--- src/rtl/vx_ibuf_pkg.sv ---
// Shared types and defaults for the per-warp instruction buffer.
// ibuf_data_t mirrors the decode payload field for field so a decoded
// instruction can be stored and replayed to issue without repacking.
package vx_ibuf_pkg;

    localparam int unsigned NUM_WARPS      = 4;
    localparam int unsigned NUM_THREADS    = 4;
    localparam int unsigned ISSUE_WIDTH    = 1;
    localparam int unsigned IBUF_DEPTH_DEF = 4;
    localparam int unsigned WARPS_PER_SLOT = NUM_WARPS / ISSUE_WIDTH;

    localparam int unsigned UUID_W = 44;
    localparam int unsigned NW_W   = (NUM_WARPS > 1) ? $clog2(NUM_WARPS) : 1;
    localparam int unsigned EX_W   = 3;
    localparam int unsigned OP_W   = 4;
    localparam int unsigned MOD_W  = 3;
    localparam int unsigned REG_W  = 6;

    typedef struct packed {
        logic [UUID_W-1:0]      uuid;
        logic [NW_W-1:0]        wid;
        logic [NUM_THREADS-1:0] tmask;
        logic [EX_W-1:0]        ex_type;
        logic [OP_W-1:0]        op_type;
        logic [MOD_W-1:0]       op_mod;
        logic                   wb;
        logic                   use_PC;
        logic                   use_imm;
        logic [31:0]            PC;
        logic [31:0]            imm;
        logic [REG_W-1:0]       rd;
        logic [REG_W-1:0]       rs1;
        logic [REG_W-1:0]       rs2;
        logic [REG_W-1:0]       rs3;
    } ibuf_data_t;

endpackage

--- src/rtl/vx_ibuf_warp_fifo.sv ---
// Single-warp instruction FIFO with registered storage.
// Ports:
//   clk, reset    clock, synchronous active-high reset
//   i_push/i_data enqueue one entry (caller guarantees !o_full)
//   i_pop         dequeue head (caller guarantees !o_empty)
//   o_data        head entry; a push into an empty FIFO appears next cycle
//   o_count       occupancy 0..DEPTH
//   o_full/o_empty occupancy flags from the registered count
module vx_ibuf_warp_fifo #(
    parameter int unsigned DEPTH  = 4,
    parameter int unsigned DATA_W = 8
) (
    input  logic                    clk,
    input  logic                    reset,
    input  logic                    i_push,
    input  logic                    i_pop,
    input  logic [DATA_W-1:0]       i_data,
    output logic [DATA_W-1:0]       o_data,
    output logic [$clog2(DEPTH):0]  o_count,
    output logic                    o_full,
    output logic                    o_empty
);
    localparam int unsigned PTR_W = $clog2(DEPTH);

    logic [DATA_W-1:0] r_mem [DEPTH];
    logic [PTR_W-1:0]  r_wr_ptr;
    logic [PTR_W-1:0]  r_rd_ptr;
    logic [PTR_W:0]    r_count;

    always_ff @(posedge clk) begin
        if (i_push) begin
            r_mem[r_wr_ptr] <= i_data;
        end
    end

    always_ff @(posedge clk) begin
        if (reset) begin
            r_wr_ptr <= '0;
            r_rd_ptr <= '0;
            r_count  <= '0;
        end else begin
            if (i_push) r_wr_ptr <= r_wr_ptr + 1'b1;
            if (i_pop)  r_rd_ptr <= r_rd_ptr + 1'b1;
            case ({i_push, i_pop})
                2'b10:   r_count <= r_count + 1'b1;
                2'b01:   r_count <= r_count - 1'b1;
                default: r_count <= r_count;
            endcase
        end
    end

    assign o_data  = r_mem[r_rd_ptr];
    assign o_count = r_count;
    assign o_full  = (r_count == (PTR_W+1)'(DEPTH));
    assign o_empty = (r_count == '0);

    always_ff @(posedge clk) begin
        if (!reset) begin
            assert (!(i_push && o_full)) else $error("ibuf fifo: push while full");
            assert (!(i_pop && o_empty)) else $error("ibuf fifo: pop while empty");
        end
    end

endmodule

--- src/rtl/vx_warp_ibuffer.sv ---
// Per-warp instruction buffer between decode and issue.
// Ports:
//   clk, reset     clock, synchronous active-high reset
//   dec_valid/dec_data/dec_ready  decode stream; dec_data.wid picks the warp FIFO
//   dec_ibuf_pop   one-cycle pulse per slot dequeue (scheduler credit return)
//   ibuf_valid/ibuf_data/ibuf_ready  per-slot issue handshake
//   warp_empty     per-warp FIFO empty flag
// Warp w belongs to slot w % ISSUE_CNT; each slot round-robins over its warps.
module vx_warp_ibuffer
    import vx_ibuf_pkg::*;
#(
    parameter int unsigned WARP_CNT   = NUM_WARPS,
    parameter int unsigned THREAD_CNT = NUM_THREADS,
    parameter int unsigned ISSUE_CNT  = ISSUE_WIDTH,
    parameter int unsigned IBUF_DEPTH = IBUF_DEPTH_DEF
) (
    input  logic                          clk,
    input  logic                          reset,
    input  logic                          dec_valid,
    input  ibuf_data_t                    dec_data,
    output logic                          dec_ready,
    output logic       [ISSUE_CNT-1:0]    dec_ibuf_pop,
    output logic       [ISSUE_CNT-1:0]    ibuf_valid,
    output ibuf_data_t [ISSUE_CNT-1:0]    ibuf_data,
    input  logic       [ISSUE_CNT-1:0]    ibuf_ready,
    output logic       [WARP_CNT-1:0]     warp_empty
);
    localparam int unsigned WPS   = WARP_CNT / ISSUE_CNT;
    localparam int unsigned RR_W  = (WPS > 1) ? $clog2(WPS) : 1;
    localparam int unsigned WID_W = (WARP_CNT > 1) ? $clog2(WARP_CNT) : 1;
    localparam int unsigned CNT_W = $clog2(IBUF_DEPTH) + 1;

    logic [WARP_CNT-1:0] w_push;
    logic [WARP_CNT-1:0] w_pop;
    logic [WARP_CNT-1:0] w_full;
    logic [WARP_CNT-1:0] w_empty;
    logic [CNT_W-1:0]    w_count [WARP_CNT];
    ibuf_data_t          w_head  [WARP_CNT];
    logic                w_wid_ok;

    logic [ISSUE_CNT-1:0] w_slot_fire;
    logic [WID_W-1:0]     w_slot_wid [ISSUE_CNT];

    // Readiness uses only the registered full flag: a pop in the same cycle
    // does not open the FIFO, which keeps ibuf_ready off the decode path.
    assign w_wid_ok  = int'(dec_data.wid) < WARP_CNT;
    assign dec_ready = w_wid_ok && !w_full[dec_data.wid];

    always_comb begin
        w_push = '0;
        if (dec_valid && dec_ready) begin
            w_push[dec_data.wid] = 1'b1;
        end
    end

    always_comb begin
        w_pop = '0;
        for (int unsigned s = 0; s < ISSUE_CNT; s++) begin
            if (w_slot_fire[s]) w_pop[w_slot_wid[s]] = 1'b1;
        end
    end

    for (genvar w = 0; w < WARP_CNT; w++) begin : g_warp
        vx_ibuf_warp_fifo #(
            .DEPTH  (IBUF_DEPTH),
            .DATA_W ($bits(ibuf_data_t))
        ) u_fifo (
            .clk     (clk),
            .reset   (reset),
            .i_push  (w_push[w]),
            .i_pop   (w_pop[w]),
            .i_data  (dec_data),
            .o_data  (w_head[w]),
            .o_count (w_count[w]),
            .o_full  (w_full[w]),
            .o_empty (w_empty[w])
        );
    end

    assign warp_empty = w_empty;

    for (genvar s = 0; s < ISSUE_CNT; s++) begin : g_slot
        logic [RR_W-1:0] r_rr_ptr;
        logic [RR_W-1:0] r_lock_idx;
        logic            r_locked;
        logic [RR_W-1:0] w_pick_idx;
        logic [RR_W-1:0] w_sel_idx;
        logic            w_any;
        logic            w_valid;

        always_comb begin : p_pick
            int unsigned idx;
            idx        = 0;
            w_any      = 1'b0;
            w_pick_idx = '0;
            for (int unsigned k = 0; k < WPS; k++) begin
                idx = (32'(r_rr_ptr) + k) % WPS;
                if (!w_any && (w_count[WID_W'(32'(s) + idx * ISSUE_CNT)] != '0)) begin
                    w_any      = 1'b1;
                    w_pick_idx = RR_W'(idx);
                end
            end
        end

        // A stalled head stays locked to its warp: otherwise a push to an
        // empty warp earlier in RR order would re-select under back-pressure.
        // The locked warp cannot drain while locked, so it stays non-empty.
        assign w_sel_idx      = r_locked ? r_lock_idx : w_pick_idx;
        assign w_valid        = (r_locked || w_any) && !reset;
        assign w_slot_wid[s]  = WID_W'(32'(s) + 32'(w_sel_idx) * ISSUE_CNT);
        assign w_slot_fire[s] = w_valid && ibuf_ready[s];

        assign ibuf_valid[s]   = w_valid;
        assign ibuf_data[s]    = w_head[w_slot_wid[s]];
        assign dec_ibuf_pop[s] = w_slot_fire[s];

        always_ff @(posedge clk) begin
            if (reset) begin
                r_rr_ptr   <= '0;
                r_locked   <= 1'b0;
                r_lock_idx <= '0;
            end else begin
                r_locked   <= w_valid && !ibuf_ready[s];
                r_lock_idx <= w_sel_idx;
                if (w_slot_fire[s]) begin
                    r_rr_ptr <= (w_sel_idx == RR_W'(WPS - 1)) ? '0 : w_sel_idx + 1'b1;
                end
            end
        end
    end

    always_ff @(posedge clk) begin
        if (!reset) begin
            assert ($bits(dec_data.tmask) == THREAD_CNT) else $error("ibuf: tmask width differs from THREAD_CNT");
            if (dec_valid) begin
                assert (w_wid_ok) else $error("ibuf: dec_data.wid out of range");
            end
            assert ((w_push & w_full) == '0) else $error("ibuf: push to full warp");
        end
    end

endmodule

--- config.mk ---
export PLATFORM = sky130hd
export DESIGN_NAME = vx_warp_ibuffer
export DESIGN_NICKNAME = d
export VERILOG_FILES = /design/src/rtl/vx_ibuf_pkg.sv /design/src/rtl/vx_ibuf_warp_fifo.sv /design/src/rtl/vx_warp_ibuffer.sv
export SDC_FILE = /design/constraint.sdc
export NUM_CORES = 2
export LEC_CHECK = 0
export CAP_MARGIN = 30
export CORE_MARGIN = 2
export CORE_UTILIZATION = 30
export DETAILED_ROUTE_END_ITERATION = 10
export GPL_TIMING_DRIVEN = 0
export HOLD_SLACK_MARGIN = 0.15
export MAX_ROUTING_LAYER = met4
export PLACE_DENSITY = 0.43
export SYNTH_ARGS = -nofsm -noshare
export SYNTH_HDL_FRONTEND = slang
export SYNTH_SLANG_ARGS = --single-unit
--- constraint.sdc ---
create_clock -name clk -period 6.5 [get_ports clk]
set_clock_uncertainty 0.05 [all_clocks]
set_input_delay 1.3 -clock clk [delete_from_list [all_inputs] [get_ports clk]]
set_output_delay 1.3 -clock clk [all_outputs]
set_load 0.005 [all_outputs]
# Word level (Yosys, flattened, before mapping)
# Memories as Yosys holds them, arrays and structs flattened. A register that Yosys moved wholly into a read port is not among the register bits.
# Cells that the tools add are included.
dict set report word_totals {
  reg_bits 33
  out_inout_bits 158
  mem_bits_rw 2416
  mem_count 4
  word_cells 147
  in_bits 155
}
# name depth width read_ports rd_ports_with_merged_regs write_ports line_no
set mem_list {}
lappend mem_list {{g_warp[0].u_fifo.r_mem} 4 151 1 1 1 vx_ibuf_warp_fifo.sv:25} ;# logic [DATA_W-1:0] r_mem [DEPTH];
lappend mem_list {{g_warp[1].u_fifo.r_mem} 4 151 1 1 1 vx_ibuf_warp_fifo.sv:25}
lappend mem_list {{g_warp[2].u_fifo.r_mem} 4 151 1 1 1 vx_ibuf_warp_fifo.sv:25}
lappend mem_list {{g_warp[3].u_fifo.r_mem} 4 151 1 1 1 vx_ibuf_warp_fifo.sv:25}
dict set report op_classes {
  addsub 20
  n_reduce_logical 28
  n_eq_ne 13
  order_cmp 9
  n_bitwise 5
  muxes 53
}
# op count
set ops {}
lappend ops {{$bmux W151 S2} 1}
lappend ops {{$mux W151} 2}
lappend ops {{$mux W2} 14}
lappend ops {{$bmux W3 S2} 4}
lappend ops {{$mux W3} 8}
lappend ops {{$pmux W3 S2} 4}
lappend ops {{$add A2 B1 Y2 const B} 10}
lappend ops {{$ge A3 B3 Y1 const B} 5}
lappend ops {{$mux W1} 15}
lappend ops {{$not A2 Y3} 5}
lappend ops {{$add A3 B1 Y3 const B} 4}
lappend ops {{$eq A3 B3 Y1 const B} 4}
lappend ops {{$logic_not A3 Y1} 4}
lappend ops {{$reduce_bool A3 Y1} 4}
lappend ops {{$sub A3 B1 Y3 const B} 4}
lappend ops {{$eq A2 B2 Y1 const B} 5}
lappend ops {{$logic_and A1 B1 Y1} 9}
lappend ops {{$eq A2 B1 Y1 const B} 4}
lappend ops {{$mux W4} 2}
lappend ops {{$reduce_bool A2 Y1} 4}
lappend ops {{$logic_not A1 Y1} 6}
lappend ops {{$lt A2 B3 Y1 const B} 2}
lappend ops {{$add A2 B2 Y2 const B} 2}
lappend ops {{$demux W1 S2} 2}
lappend ops {{other kinds (3)} 4}

# Logic depth before layout (Yosys ltp)
dict set report logic_depth {
  word_depth 23
  depth_mapped 17
  ltp_nobuf 15
}

# Cells and area by module
# From an unflattened synthesis, not the netlist that was laid out.
dict set report hier_totals {
  cells_unflattened 3904
  hier_area_um2 94578.2
}
# module seq_area_each_um2 instances cells_per_inst area_each_um2
set by_module_without_submodules {}
lappend by_module_without_submodules {vx_ibuf_warp_fifo 18317.6 4 836 22203.8}
lappend by_module_without_submodules {vx_warp_ibuffer 100.1 1 560 5763.0}

# Worst setup path before layout
# Ideal clock, no wire load.
dict set report synth_path {
  path_kind {input port to flip-flop}
  startpoint {input port dec_data[105] in the netlist's numbering}
  endpoint {memory g_warp[0].u_fifo.r_mem[1][0] in the netlist's numbering (enable)}
  path_stages 3
  setup_ns 0.529
  arrival_ns 5.293
  n_path_buf 1
  required_ns 5.921
  slack_ns 0.628
  path_cell_list {nor4bb_1 clkbuf_1 and2_1}
}
dict set report synth_via {
  elab_chain_cells 7
  word_cells_on_any_way 12
  classes_between {order compare: 2; mux: 7; reduce/logical: 3}
}
# item line_no
set synth_rtl {}
lappend synth_rtl {{start, declared} vx_warp_ibuffer.sv:20} ;# input ibuf_data_t dec_data,
lappend synth_rtl {{$lt A2 B3 Y1 (not written as such), or another cell as far along} vx_warp_ibuffer.sv:52} ;# w_push[dec_data.wid] = 1'b1;
lappend synth_rtl {{$logic_and A1 B1 Y1 (not written as such) or $mux W1 (tied branches)} {vx_warp_ibuffer.sv:52, vx_warp_ibuffer.sv:47}}
lappend synth_rtl {{$mux W1 (not written as such) or $logic_not A1 Y1 (tied branches)} {vx_warp_ibuffer.sv:52, vx_warp_ibuffer.sv:47}}
lappend synth_rtl {{$demux W1 S2 or $logic_and A1 B1 Y1 (tied branches)} {vx_warp_ibuffer.sv:52, vx_warp_ibuffer.sv:51}}
lappend synth_rtl {{$mux W4 (*)} vx_warp_ibuffer.sv:51} ;# if (dec_valid && dec_ready) begin
lappend synth_rtl {{$mux W1 (*)} vx_ibuf_warp_fifo.sv:31} ;# if (i_push) begin
lappend synth_rtl {{$mux W1 (not written as such) (*)} vx_ibuf_warp_fifo.sv:32} ;# r_mem[r_wr_ptr] <= i_data;
lappend synth_rtl {{end, declared} vx_ibuf_warp_fifo.sv:25}
# Mark *: on every way between the ends. The rest lies on a longest branch, timed or not. The select of a mux whose other input is x is not followed.

==> impl_results.md <==
- Leak Pwr: between 0.03 and 0.04 uW
- Synth Flop Type: edfxtp_1
- Reg2reg setup slack: 1.90 ns
- Pwr per Cell Area: ~380 nW/um^2
- DR iter-0 viols: between 3,000 and 4,000
- Fin Setup TNS: 0 ns
- I/O Buffers: ~310
- H-tree levels: 5
- Post-DP HPWL: 161.0 mm
- Fraction of layout cells with a size suffix above 1: 0.2466
- Endpoints failing setup: 0
- Max-slew violation count: 0
- Routed wire length per instance: between 20 and 30 um
- Global route total overflow: 0
- Critical Path Sink: ibuf_data[68]
- Largest net degree at the start of global routing: a little over 40
- Synth Cell Area: approximately 94,000 um^2
- Sequential share of the synthesized area: 0.7822
- Crit path DAT: 4.96 ns
- Critical path data required time: 5.15 ns
- Period Utilization, post-route: 0.9710
- RSZ-0062 raised after global routing: false
- Final core occ: 0.3646
- Final nets: between 4,000 and 5,000
- Root buffer cell: clkbuf_16
- Outcome: completed
- R2R Path Start: g_warp[2].u_fifo.o_count[0]$_SDFFE_PP0P_
- Clk slew on worst S/H paths: 0.06 ns
- Mapped Cells: a little under 4,000
- Nature of the critical path endpoint: output pin
- TritonCTS clock tree: done
- Peak VDD IR: 0.1928 mV
- Reg2reg end: g_warp[0].u_fifo.o_count[2]$_SDFFE_PP0P_
- Vias in the first global route: about 46,000
- Ys async rst share: 0
- Synthesized Nets: between 4,000 and 5,000
- Worst-case reg-to-reg path depth: 15
- Max Buffers Root-to-Sink: 4
- Synth top area share: 0.7735
- Final Hold Vio Count: 0
- Max FO, Critical Path: 10
- Row count: roughly 210
- Ports: about 310
- Die ar.: 317,200 um^2
- Starting Density: 0.3012
- Via density: between 4 and 5
- Die W: roughly 560 um
- DR vias: 43,152
- Post-CTS setup buffer count: 0
- Synth top area cells: edfxtp_1 77%, mux4_2 15%, mux2i_1 4.9%
- DR pass1 iterations: 7
- Syn. warnings: 0
- CTS Sinks: ~2,500
- Die Y: about 560 um
- Num CTS Buffers: about 270
- Final-layout fill cell count: ~29,000
- Max-Cap Viols: 0
- Critical path class: reg -> out
- Initial antenna violation count: between 60 and 70
- Gpl congestion: 0.7008
- Clock latency on the worst-skew pair: 0.85 ns
- Synth area leader: edfxtp_1
- Routed wire length: 267.7 mm
- Hold Crit Class: reg -> reg
- Avg Synthesized Cell Area: roughly 24 um^2
- Slew HR: 0.3054
- Fmax: 0.1584 GHz
- Minimum clock period: 6.311 ns
- Antenna-violating nets left: 0
- Setup crit start kind: register
- Tot GR Track Use: 0.1722
- Synth cell types: 45
- EDFF count, synth: between 2,000 and 2,500
- Synth-to-layout area growth: 21.04%
- Global-route wire length before repair: approximately 370 mm
- Seq cells post-synth: about 2,500
- # DRC: 0
- Core region area: approximately 310,000 um^2
- Actual slew at the worst max-slew pin: 1.042 ns
## critical path, cell delays in order (launching register included)
cell and delay, ns:
dfxtp_1 0.31, clkbuf_1 0.42, buf_8 0.22, clkbuf_2 0.64, clkbuf_1 0.79, mux4_2 0.37
mux2i_1 0.09, mux2i_1 0.61, clkdlybuf4s50_1 0.64
## flip-flops by register name, indices dropped and copies added (netlist names), named ones only
signal,flops
g_slot.r_locked,1
g_warp.u_fifo.o_count,12
g_warp.u_fifo.r_wr_ptr,8
g_slot.r_lock_idx,2
g_warp.u_fifo.r_mem,2416
g_slot.r_rr_ptr,2
g_warp.u_fifo.r_rd_ptr,8
## worst min-delay path by stage
stage                                              startpoint                                        end  slack (ns)  cells past startpoint
floorplan            g_warp[0].u_fifo.o_count[2]$_SDFFE_PP0P_   g_warp[0].u_fifo.o_count[2]$_SDFFE_PP0P_        0.42                      2
global placement    g_warp[1].u_fifo.r_rd_ptr[1]$_SDFFE_PP0P_  g_warp[1].u_fifo.r_rd_ptr[1]$_SDFFE_PP0P_        0.46                      2
detailed placement   g_warp[0].u_fifo.o_count[2]$_SDFFE_PP0P_   g_warp[0].u_fifo.o_count[2]$_SDFFE_PP0P_        0.45                      2
CTS                  g_warp[0].u_fifo.o_count[2]$_SDFFE_PP0P_   g_warp[0].u_fifo.o_count[2]$_SDFFE_PP0P_        0.46                      2
global route         g_warp[0].u_fifo.o_count[2]$_SDFFE_PP0P_   g_warp[0].u_fifo.o_count[2]$_SDFFE_PP0P_        0.49                      2
finish               g_warp[0].u_fifo.o_count[2]$_SDFFE_PP0P_   g_warp[0].u_fifo.o_count[2]$_SDFFE_PP0P_        0.45                      2
## Yosys cell counts, drive strengths merged (12+ instances only)
cell	count
inv	29
xor2	12
and2	17
dfxtp	41
nor2	37
mux4	605
edfxtp	2416
mux2i	457
clkbuf	127
buf	71
ha	24
## report_power, final
part | total [uW] | internal (uW) | switching (uW)
combinational | 10900 | 4980 | 5910
clock | 14500 | 8400 | 6150
sequential | 17700 | 17600 | 62.7
## metrics by stage
step | setup WS, ns | cell area, um^2 | hold slack, ns | total power [uW] | cells
floorplan | 0.6279 | 93800 | 0.4215 | 23140 | 3905
global placement | -6.551 | 102100 | 0.4557 | 29020 | 8356
detailed placement | 0.4885 | 105100 | 0.4540 | 29290 | 8494
CTS | 0.002798 | 113400 | 0.4621 | 43990 | 8967
global route | 0.007248 | 113500 | 0.4872 | 44840 | 8995
finish | 0.1886 | 113500 | 0.4538 | 43120 | 8998
## repair_timing
item | in CTS | in global routing
hold buffers | 0 | 0
gates resized for setup | 5 | 4
endpoints found under the setup margin | 51 | 4
## cell families after synthesis
kind of cell / count (synthesis) / share of synthesized area
AND/OR/NAND/NOR: 88 / 0.005056
AO/OA/AOI/OAI: 23 / 0.001734
flip-flops: 2457 / 0.7822
adder cells (fa/ha/maj): 28 / 0.004055
multiplexers: 1062 / 0.1940
XOR/XNOR: 20 / 0.001867
buffers and inverters: 227 / 0.01106
## layout make-up
class                           instances  area [um^2]  area share
Inverter                               29        111.4   0.0009808
Timing Repair Buffer                  452         6158     0.05424
Sequential cell                      2457        73370      0.6462
Antenna cell                           28        70.07   0.0006171
Multi-Input combinational cell       1221        19460      0.1714
Buffer                                198        935.9    0.008243
Clock buffer                          348         7326     0.06452
Tap cell                             4140         5180     0.04562
Clock inverter                        125        922.1    0.008122
## layer usage
| layer | track usage | up-vias | routed length [um] |
|---|---|---|---|
| li1 | - | 18125 | - |
| met1 | 0.2257 | 23595 | 116800 |
| met2 | 0.2789 | 1042 | 131400 |
| met3 | 0.03056 | 390 | 13510 |
| met4 | 0.04039 | 0 | 5927 |
| met5 | - | - | 0 |
## layout by cell type, fill, tap and decap left out, types with 8 or more instances in the layout
master	instances
and2_4	16
xor2_1	12
inv_1	26
buf_1	10
nor2_1	37
clkinv_2	35
diode_2	28
bufinv_16	11
edfxtp_1	2416
a21oi_1	8
buf_16	75
mux2i_1	451
buf_4	18
clkbuf_16	283
xnor2_1	8
ha_1	24
buf_2	36
clkdlybuf4s50_1	311
buf_8	67
mux4_2	605
clkinv_1	60
clkbuf_1	188
dfxtp_1	41
Note: power is estimated with default switching activity, not from simulation.
